### src/rtl/pipe_hazard_ctrl.sv
// pipe_hazard_ctrl: hazard detection and pipeline control for a 5-stage RV32I core.
// Tracks destination registers in flight in EX/MEM/WB, drives PC/IF-ID enables,
// bubble strobes and registered EX forwarding selects, and counts stalls/redirects.
module pipe_hazard_ctrl #(
    parameter int REG_AW       = 5,
    parameter int FWD_EN       = 1,
    parameter int RF_WB_BYPASS = 0,
    parameter int BR_STAGE     = 2,
    parameter int CNT_W        = 16
) (
    input  logic              clk,
    input  logic              rst,
    input  logic              id_valid,
    input  logic [REG_AW-1:0] id_rs1,
    input  logic [REG_AW-1:0] id_rs2,
    input  logic              id_use_rs1,
    input  logic              id_use_rs2,
    input  logic [REG_AW-1:0] id_rd,
    input  logic              id_regwrite,
    input  logic              id_memread,
    input  logic              redirect,
    output logic              pc_en,
    output logic              if_id_en,
    output logic              if_id_flush,
    output logic              id_ex_flush,
    output logic              ex_mem_flush,
    output logic [1:0]        fwd_a_sel,
    output logic [1:0]        fwd_b_sel,
    output logic [CNT_W-1:0]  stall_cnt,
    output logic [CNT_W-1:0]  flush_cnt
);

    localparam logic [REG_AW-1:0] X0      = {REG_AW{1'b0}};
    localparam logic [CNT_W-1:0]  CNT_MAX = {CNT_W{1'b1}};
    localparam logic [CNT_W-1:0]  CNT_ONE = CNT_W'(1);

    // Shadow pipeline entries. Load-ness only matters while the producer sits in EX.
    logic              ex_valid_r, mem_valid_r, wb_valid_r;
    logic [REG_AW-1:0] ex_rd_r, mem_rd_r, wb_rd_r;
    logic              ex_regwrite_r, mem_regwrite_r, wb_regwrite_r;
    logic              ex_memread_r;

    logic ex_m1_s, ex_m2_s, mem_m1_s, mem_m2_s, wb_m1_s, wb_m2_s;
    logic stall_raw_s, stall_s, redir_s, advance_s;
    logic [1:0] fwd_a_nxt_s, fwd_b_nxt_s;

    // A producer matches an ID source when it writes a non-x0 register the ID instruction reads.
    assign ex_m1_s  = ex_valid_r  & ex_regwrite_r  & (ex_rd_r  != X0) & id_valid & id_use_rs1 & (id_rs1 == ex_rd_r);
    assign ex_m2_s  = ex_valid_r  & ex_regwrite_r  & (ex_rd_r  != X0) & id_valid & id_use_rs2 & (id_rs2 == ex_rd_r);
    assign mem_m1_s = mem_valid_r & mem_regwrite_r & (mem_rd_r != X0) & id_valid & id_use_rs1 & (id_rs1 == mem_rd_r);
    assign mem_m2_s = mem_valid_r & mem_regwrite_r & (mem_rd_r != X0) & id_valid & id_use_rs2 & (id_rs2 == mem_rd_r);
    assign wb_m1_s  = wb_valid_r  & wb_regwrite_r  & (wb_rd_r  != X0) & id_valid & id_use_rs1 & (id_rs1 == wb_rd_r);
    assign wb_m2_s  = wb_valid_r  & wb_regwrite_r  & (wb_rd_r  != X0) & id_valid & id_use_rs2 & (id_rs2 == wb_rd_r);

    // Raw stall request: load-use only with forwarding, every visible RAW hazard without it.
    always_comb begin
        stall_raw_s = 1'b0;
        if (FWD_EN != 0) begin
            stall_raw_s = ex_memread_r & (ex_m1_s | ex_m2_s);
        end else begin
            stall_raw_s = ex_m1_s | ex_m2_s | mem_m1_s | mem_m2_s |
                          ((RF_WB_BYPASS == 0) & (wb_m1_s | wb_m2_s));
        end
    end

    // Reset forces idle outputs; a redirect overrides any stall in the same cycle.
    assign redir_s   = ~rst & redirect;
    assign stall_s   = ~rst & stall_raw_s & ~redir_s;
    assign advance_s = id_valid & ~stall_s & ~redir_s;

    // Pipeline enables and bubble strobes, combinational from shadow state and inputs.
    always_comb begin
        pc_en        = 1'b1;
        if_id_en     = 1'b1;
        if_id_flush  = 1'b0;
        id_ex_flush  = 1'b0;
        ex_mem_flush = 1'b0;
        if (redir_s) begin
            if_id_flush  = 1'b1;
            id_ex_flush  = 1'b1;
            ex_mem_flush = (BR_STAGE == 2);
        end else if (stall_s) begin
            pc_en       = 1'b0;
            if_id_en    = 1'b0;
            id_ex_flush = 1'b1;
        end else begin
            pc_en    = 1'b1;
            if_id_en = 1'b1;
        end
    end

    // Forwarding select for the instruction about to enter EX; youngest producer wins.
    always_comb begin
        fwd_a_nxt_s = 2'b00;
        fwd_b_nxt_s = 2'b00;
        if ((FWD_EN != 0) && advance_s) begin
            if (ex_m1_s) begin
                fwd_a_nxt_s = 2'b01;
            end else if (mem_m1_s) begin
                fwd_a_nxt_s = 2'b10;
            end else begin
                fwd_a_nxt_s = 2'b00;
            end
            if (ex_m2_s) begin
                fwd_b_nxt_s = 2'b01;
            end else if (mem_m2_s) begin
                fwd_b_nxt_s = 2'b10;
            end else begin
                fwd_b_nxt_s = 2'b00;
            end
        end else begin
            fwd_a_nxt_s = 2'b00;
            fwd_b_nxt_s = 2'b00;
        end
    end

    // Shadow pipeline advance, registered forwarding selects and saturating debug counters.
    always_ff @(posedge clk) begin
        if (rst) begin
            ex_valid_r     <= 1'b0;
            ex_rd_r        <= X0;
            ex_regwrite_r  <= 1'b0;
            ex_memread_r   <= 1'b0;
            mem_valid_r    <= 1'b0;
            mem_rd_r       <= X0;
            mem_regwrite_r <= 1'b0;
            wb_valid_r     <= 1'b0;
            wb_rd_r        <= X0;
            wb_regwrite_r  <= 1'b0;
            fwd_a_sel      <= 2'b00;
            fwd_b_sel      <= 2'b00;
            stall_cnt      <= {CNT_W{1'b0}};
            flush_cnt      <= {CNT_W{1'b0}};
        end else begin
            ex_valid_r     <= advance_s;
            ex_rd_r        <= id_rd;
            ex_regwrite_r  <= id_regwrite;
            ex_memread_r   <= id_memread;
            mem_valid_r    <= ex_valid_r & ~ex_mem_flush;
            mem_rd_r       <= ex_rd_r;
            mem_regwrite_r <= ex_regwrite_r;
            wb_valid_r     <= mem_valid_r;
            wb_rd_r        <= mem_rd_r;
            wb_regwrite_r  <= mem_regwrite_r;
            fwd_a_sel      <= fwd_a_nxt_s;
            fwd_b_sel      <= fwd_b_nxt_s;
            if (stall_s && (stall_cnt != CNT_MAX)) begin
                stall_cnt <= stall_cnt + CNT_ONE;
            end else begin
                stall_cnt <= stall_cnt;
            end
            if (redir_s && (flush_cnt != CNT_MAX)) begin
                flush_cnt <= flush_cnt + CNT_ONE;
            end else begin
                flush_cnt <= flush_cnt;
            end
        end
    end

endmodule

### config.mk
export PLATFORM = sky130hd
export DESIGN_NAME = pipe_hazard_ctrl
export DESIGN_NICKNAME = d
export VERILOG_FILES = /design/src/rtl/pipe_hazard_ctrl.sv
export SDC_FILE = /design/constraint.sdc
export NUM_CORES = 1
export LEC_CHECK = 0
export CAP_MARGIN = 30
export CORE_UTILIZATION = 39
export DETAILED_ROUTE_END_ITERATION = 10
export PLACE_DENSITY = 0.67
export RECOVER_POWER = 100
export SYNTH_ARGS = -nofsm -noshare
export SYNTH_HDL_FRONTEND = slang
export SYNTH_SLANG_ARGS = --single-unit
### constraint.sdc
create_clock -name clk -period 3 [get_ports clk]
set_input_delay 0.9 -clock clk [delete_from_list [all_inputs] [get_ports clk]]
set_output_delay 0.9 -clock clk [all_outputs]
set_load 0.005 [all_outputs]
# Yosys cells after proc, flatten, opt, wreduce, memory -nomap -nowiden
# Index checks and enable logic that the tools add are counted.
# op_classes
eq_ne,6
n_mux,9
reduce_logical,7
n_addsub,2
bitwise_logic,27
# op_table
cell,n
adder 16 x 1 -> 16 bit (second input constant),2
!= test 16 bit (second input constant),2
bitwise AND 1 bit,21
== test 5 bit,4
nonzero test 5 bit,2
two-way mux 1 bit,7
OR reduction 3 bit,2
NOT 1 bit,5
two-way mux 2 bit,2
logical AND 1 bit,2
OR reduction 2 bit,1
OR 1 bit,1
# word_totals
wordCells,64
in_bits,23
out_inout_bits,41
register_bits,51

# Logic depth before layout (Yosys ltp)
# depth
ltp_word,14
ltp_mapped,8
depth_no_buf,7

# Least setup slack after synthesis
# Ideal clock, no wire load.
# synth_path
kind,in2out
start,input port id_rs2[4]
end,output port id_ex_flush
n_path_buf,1
required_time_ns,2.100
stages,7
t_arrival_ns,2.058
setup_slack_ns,0.042
path_cell_list,xor2_1 > nor4_1 > and3_1 > buf_4 > nand2_1 > a21boi_0 > o21a_1
# synth_between
elab_chain_len,8
# synth_lines
element,line,source
"start, declared",15,"input logic [REG_AW-1:0] id_rs2,"
== test 5 bit,49,assign ex_m2_s = ex_valid_r & ex_regwrite_r & (ex_rd_r != X0) & id_valid & id_use_rs2 & (id_rs2 == ex_rd_r);
bitwise AND 1 bit,49,
OR 1 bit,--,
bitwise AND 1 bit,59,stall_raw_s = ex_memread_r & (ex_m1_s | ex_m2_s);
bitwise AND 1 bit (2 in series),68,assign stall_s = ~rst & stall_raw_s & ~redir_s;
two-way mux 1 bit,82,end else if (stall_s) begin
two-way mux 1 bit,78,if (redir_s) begin
"end, declared",25,"output logic id_ex_flush,"
# Every way passes these cells.

# Worst setup path in the final report
# layout_path
start,input port id_valid
end,output port id_ex_flush
# layout_between
elab_chain_len,9
elab_cells_between_ends,11
classes_between,mux: 2; bitwise: 9
# layout_lines
element,line,source
"start, declared",13,"input logic id_valid,"
bitwise AND 1 bit (*),"48, 49",
bitwise AND 1 bit (on tied branches) (2 in series),"48, 49",
OR 1 bit (*),--,
bitwise AND 1 bit (*),59,
bitwise AND 1 bit (*) (2 in series),68,
two-way mux 1 bit (*),82,
two-way mux 1 bit (*),78,
# Every way passes the cells marked *; elsewhere a longest branch is shown, timed or not.

==> impl_metrics.csv <==
group,metric,value,unit
outcome,outcome,"finished, violations left",
outcome,violations,"negative setup slack",
timing,worstMarginPinSlew,1.40,ns
grt,antenna_found_initial,0,
synth,yosys_warnings,0,
grt,grt_max_degree,34,
synth,synthDistinctLibCells,42,
cells_and_area,fillers,561,
floorplanning,dieArea,6550,sq um
synth,netlist_instances,273,
synth,ys_top_cells_by_count,"dfxtp_1 (51), nor2_1 (29), xor2_1 (27)",
clock_tree,cts-root-buf,"clkbuf_8",
grt,grt-ovfl-total,0,
timing,skew,0.00446,ns
grt,top_usage_layer,"met2",
timing,hold_viol,0,
placed_design,dp_cells,431,
cells_and_area,layout.nets,396,
synth,synth.most_common_cell,"dfxtp_1",
clock_tree,numCtsBuffers,5,
floorplanning,floorplan.initialDensity,0.408,
detailed_routing,viasPerCell,5.12,
critical_path,r2r_start,"stall_cnt[0]",
detailed_routing,drt_pre_antenna_iters,4,
critical_path,start_kind,"input port",
clock_tree,clk_latency,0.29,ns
pwr,vdd_drop_max,237,uV
timing,fin_crit_sh,1.04,
synth,synth_edf_count,0,
synth,syn_area,2430,sq um
worst_hold_path,hp-start,"ex_valid_r",
timing,rsz0062_at_grt,"true",
cells_and_area,multi_input_area,1350,sq um
timing,layout_setup_ws,-0.111,ns
synth,synth_area_leaders,"dfxtp_1 (42%), xor2_1 (9.7%), nand3_1 (4.7%)",
critical_path,path_max_fanout,3,
grt,grtUsageMet3,0.0348,
timing,slew_headroom,0.0644,
floorplanning,core,5960,sq um
cells_and_area,diodes,0,
synth,synth_top_flop_cell,"dfxtp_1",
placed_design,numPortBuffers,63,
detailed_routing,vias,2290,
critical_path,crit_path_start,"id_valid",
timing,max_freq,321,MHz
pwr,power-per-cell-area,376,nW/um^2
clock_tree,cts_htree_levels,2,
synth,ys_seq_area_frac,0.420,
floorplanning,die_w,80.9,microns
grt,grtUsageMet2,0.292,
synth,ys_ff_latch,51,
placed_design,hpwlAfterDp,4350,microns
timing,hold_slack,0.476,ns
detailed_routing,drt_iter0_drc,55,
worst_hold_path,hold_class,"register to register",
synth,syn_nets,298,
floorplanning,die_y,80.9,microns
cells_and_area,syn_to_final_growth,43.0,%
floorplanning,rows,28,
cells_and_area,drive_above_1_share,0.191,
grt,grt_use_met1,0.248,
timing,setup_viol,1,
critical_path,worstPathRequired,2.10,ns
pwr,p_leak,0.00136,uW
critical_path,cp.arrival,2.21,ns
timing,period_needed,3.11,ns
synth,yosysTopAreaCellShare,0.420,
critical_path,endpoint_kind,"output pin",
grt,grt.total_usage,0.184,
detailed_routing,drc,0,
clock_tree,cts.sinks,51,
critical_path,criticalPathCategory,"input port to output pin",
cells_and_area,fin_cells,447,
floorplanning,ioPinCount,64,
grt,grt_pass1_vias,2044,
grt,grt_first_pass_wirelength,9410,microns
synth,async_flop_share,0,
placed_design,finalWeightedCongestion,0.804,
clock_tree,postCtsHoldBufs,0,
clock_tree,tritoncts,"done",
synth,yosys.area.top_type,"dfxtp_1",
detailed_routing,routed_wl,5770,microns
cells_and_area,regArea,1020,sq um
clock_tree,clkTransAtPathRegs,0.09,ns
timing,drv_slew,0,
job,drv_cap,0,
clock_tree,clockBufferDepth,2,
detailed_routing,wire_per_inst,12.9,microns
synth,syn_avg_cell_area,8.90,sq um
detailed_routing,final_antenna_net_count,0,
-- layout make-up --
cell class / instances / share of cell area
Clock buffer: 6 / 0.0238
Clock inverter: 2 / 0.0101
Inverter: 4 / 0.00432
Multi-Input combinational cell: 207 / 0.388
Sequential cell: 51 / 0.294
Tap cell: 75 / 0.0270
Timing Repair Buffer: 102 / 0.253
-- report_power, final --
part | total (uW) | switching, uW | leakage, uW | internal (uW)
clock | 487 | 217 | 0.0000612 | 270
sequential | 703 | 14.5 | 0.000414 | 688
combinational | 116 | 48.8 | 0.000882 | 67.6
-- what timing repair did --
action | 4_1_cts | 5_1_grt
endpoints found under the hold margin | 0 | 0
setup endpoints to repair | 5 | 3
setup buffers | 6 | 3
pin swaps | 7 | 6
resized for setup | 50 | 8
-- placed cells by master (no fill, tap or decap), types with 7 or more instances in the layout --
cell             instances
a21oi_1                 10
and3_1                  10
buf_4                   36
clkdlybuf4s50_1         43
dfxtp_1                 51
nand2_1                 12
nand3_1                 23
nor2_1                  26
nor2b_1                 17
nor4_1                   7
xnor2_1                  8
xor2_1                  27
-- per-layer routing --
metal,wire length [microns],up-vias
li1,-,1162
met1,2780,1071
met2,2690,49
met3,224,8
met4,75,0
met5,0,-
-- cells by family (layout without fill, tap and decap cells) --
logic type,after synthesis,count (layout),share of synthesized area
AOI/OAI and AO/OA,35,35,0.102
xor gates and xnor gates,35,35,0.126
adders and majority gates,2,2,0.0103
buffers and inverters,15,114,0.0345
DFF,51,51,0.420
muxes,4,4,0.0180
and+or+nand+nor,131,131,0.288
-- registers in the layout, summed over array words and instances (netlist names) --
register / cells
ex_memread_r: 1
ex_rd_r: 5
ex_regwrite_r: 1
ex_valid_r: 1
flush_cnt: 16
fwd_a_sel: 2
fwd_b_sel: 2
mem_rd_r: 5
mem_regwrite_r: 1
mem_valid_r: 1
stall_cnt: 16
-- per-stage QoR --
stage	cell area (sq um)	TNS, ns	setup WS (ns)	total power (uW)	util
finish	3480	-0.111	-0.111	1310	0.584
global route	3480	-0.158	-0.124	1360	0.584
CTS	3460	-0.0642	-0.0642	1320	0.581
detailed placement	3310	-2.67	-0.891	837	0.556
global placement	3310	-2.40	-0.778	837	0.556
floorplan	2430	0	0.0419	764	-
-- critical path, stage by stage --
cell	delay (ns)
clkdlybuf4s50_1	0.53
inv_1	0.07
nor2_2	0.19
nand2_2	0.10
a21boi_2	0.18
o21a_1	0.14
buf_2	0.11
-- final timing paths --
check,to,slack [ns],depth (start not counted)
hold reg to reg,mem_valid_r,0.48,1
setup reg to reg,stall_cnt[5],0.76,7
hold / removal,mem_valid_r,0.48,1
setup / recovery,id_ex_flush,-0.11,7
(Power assumes the default switching activity.)
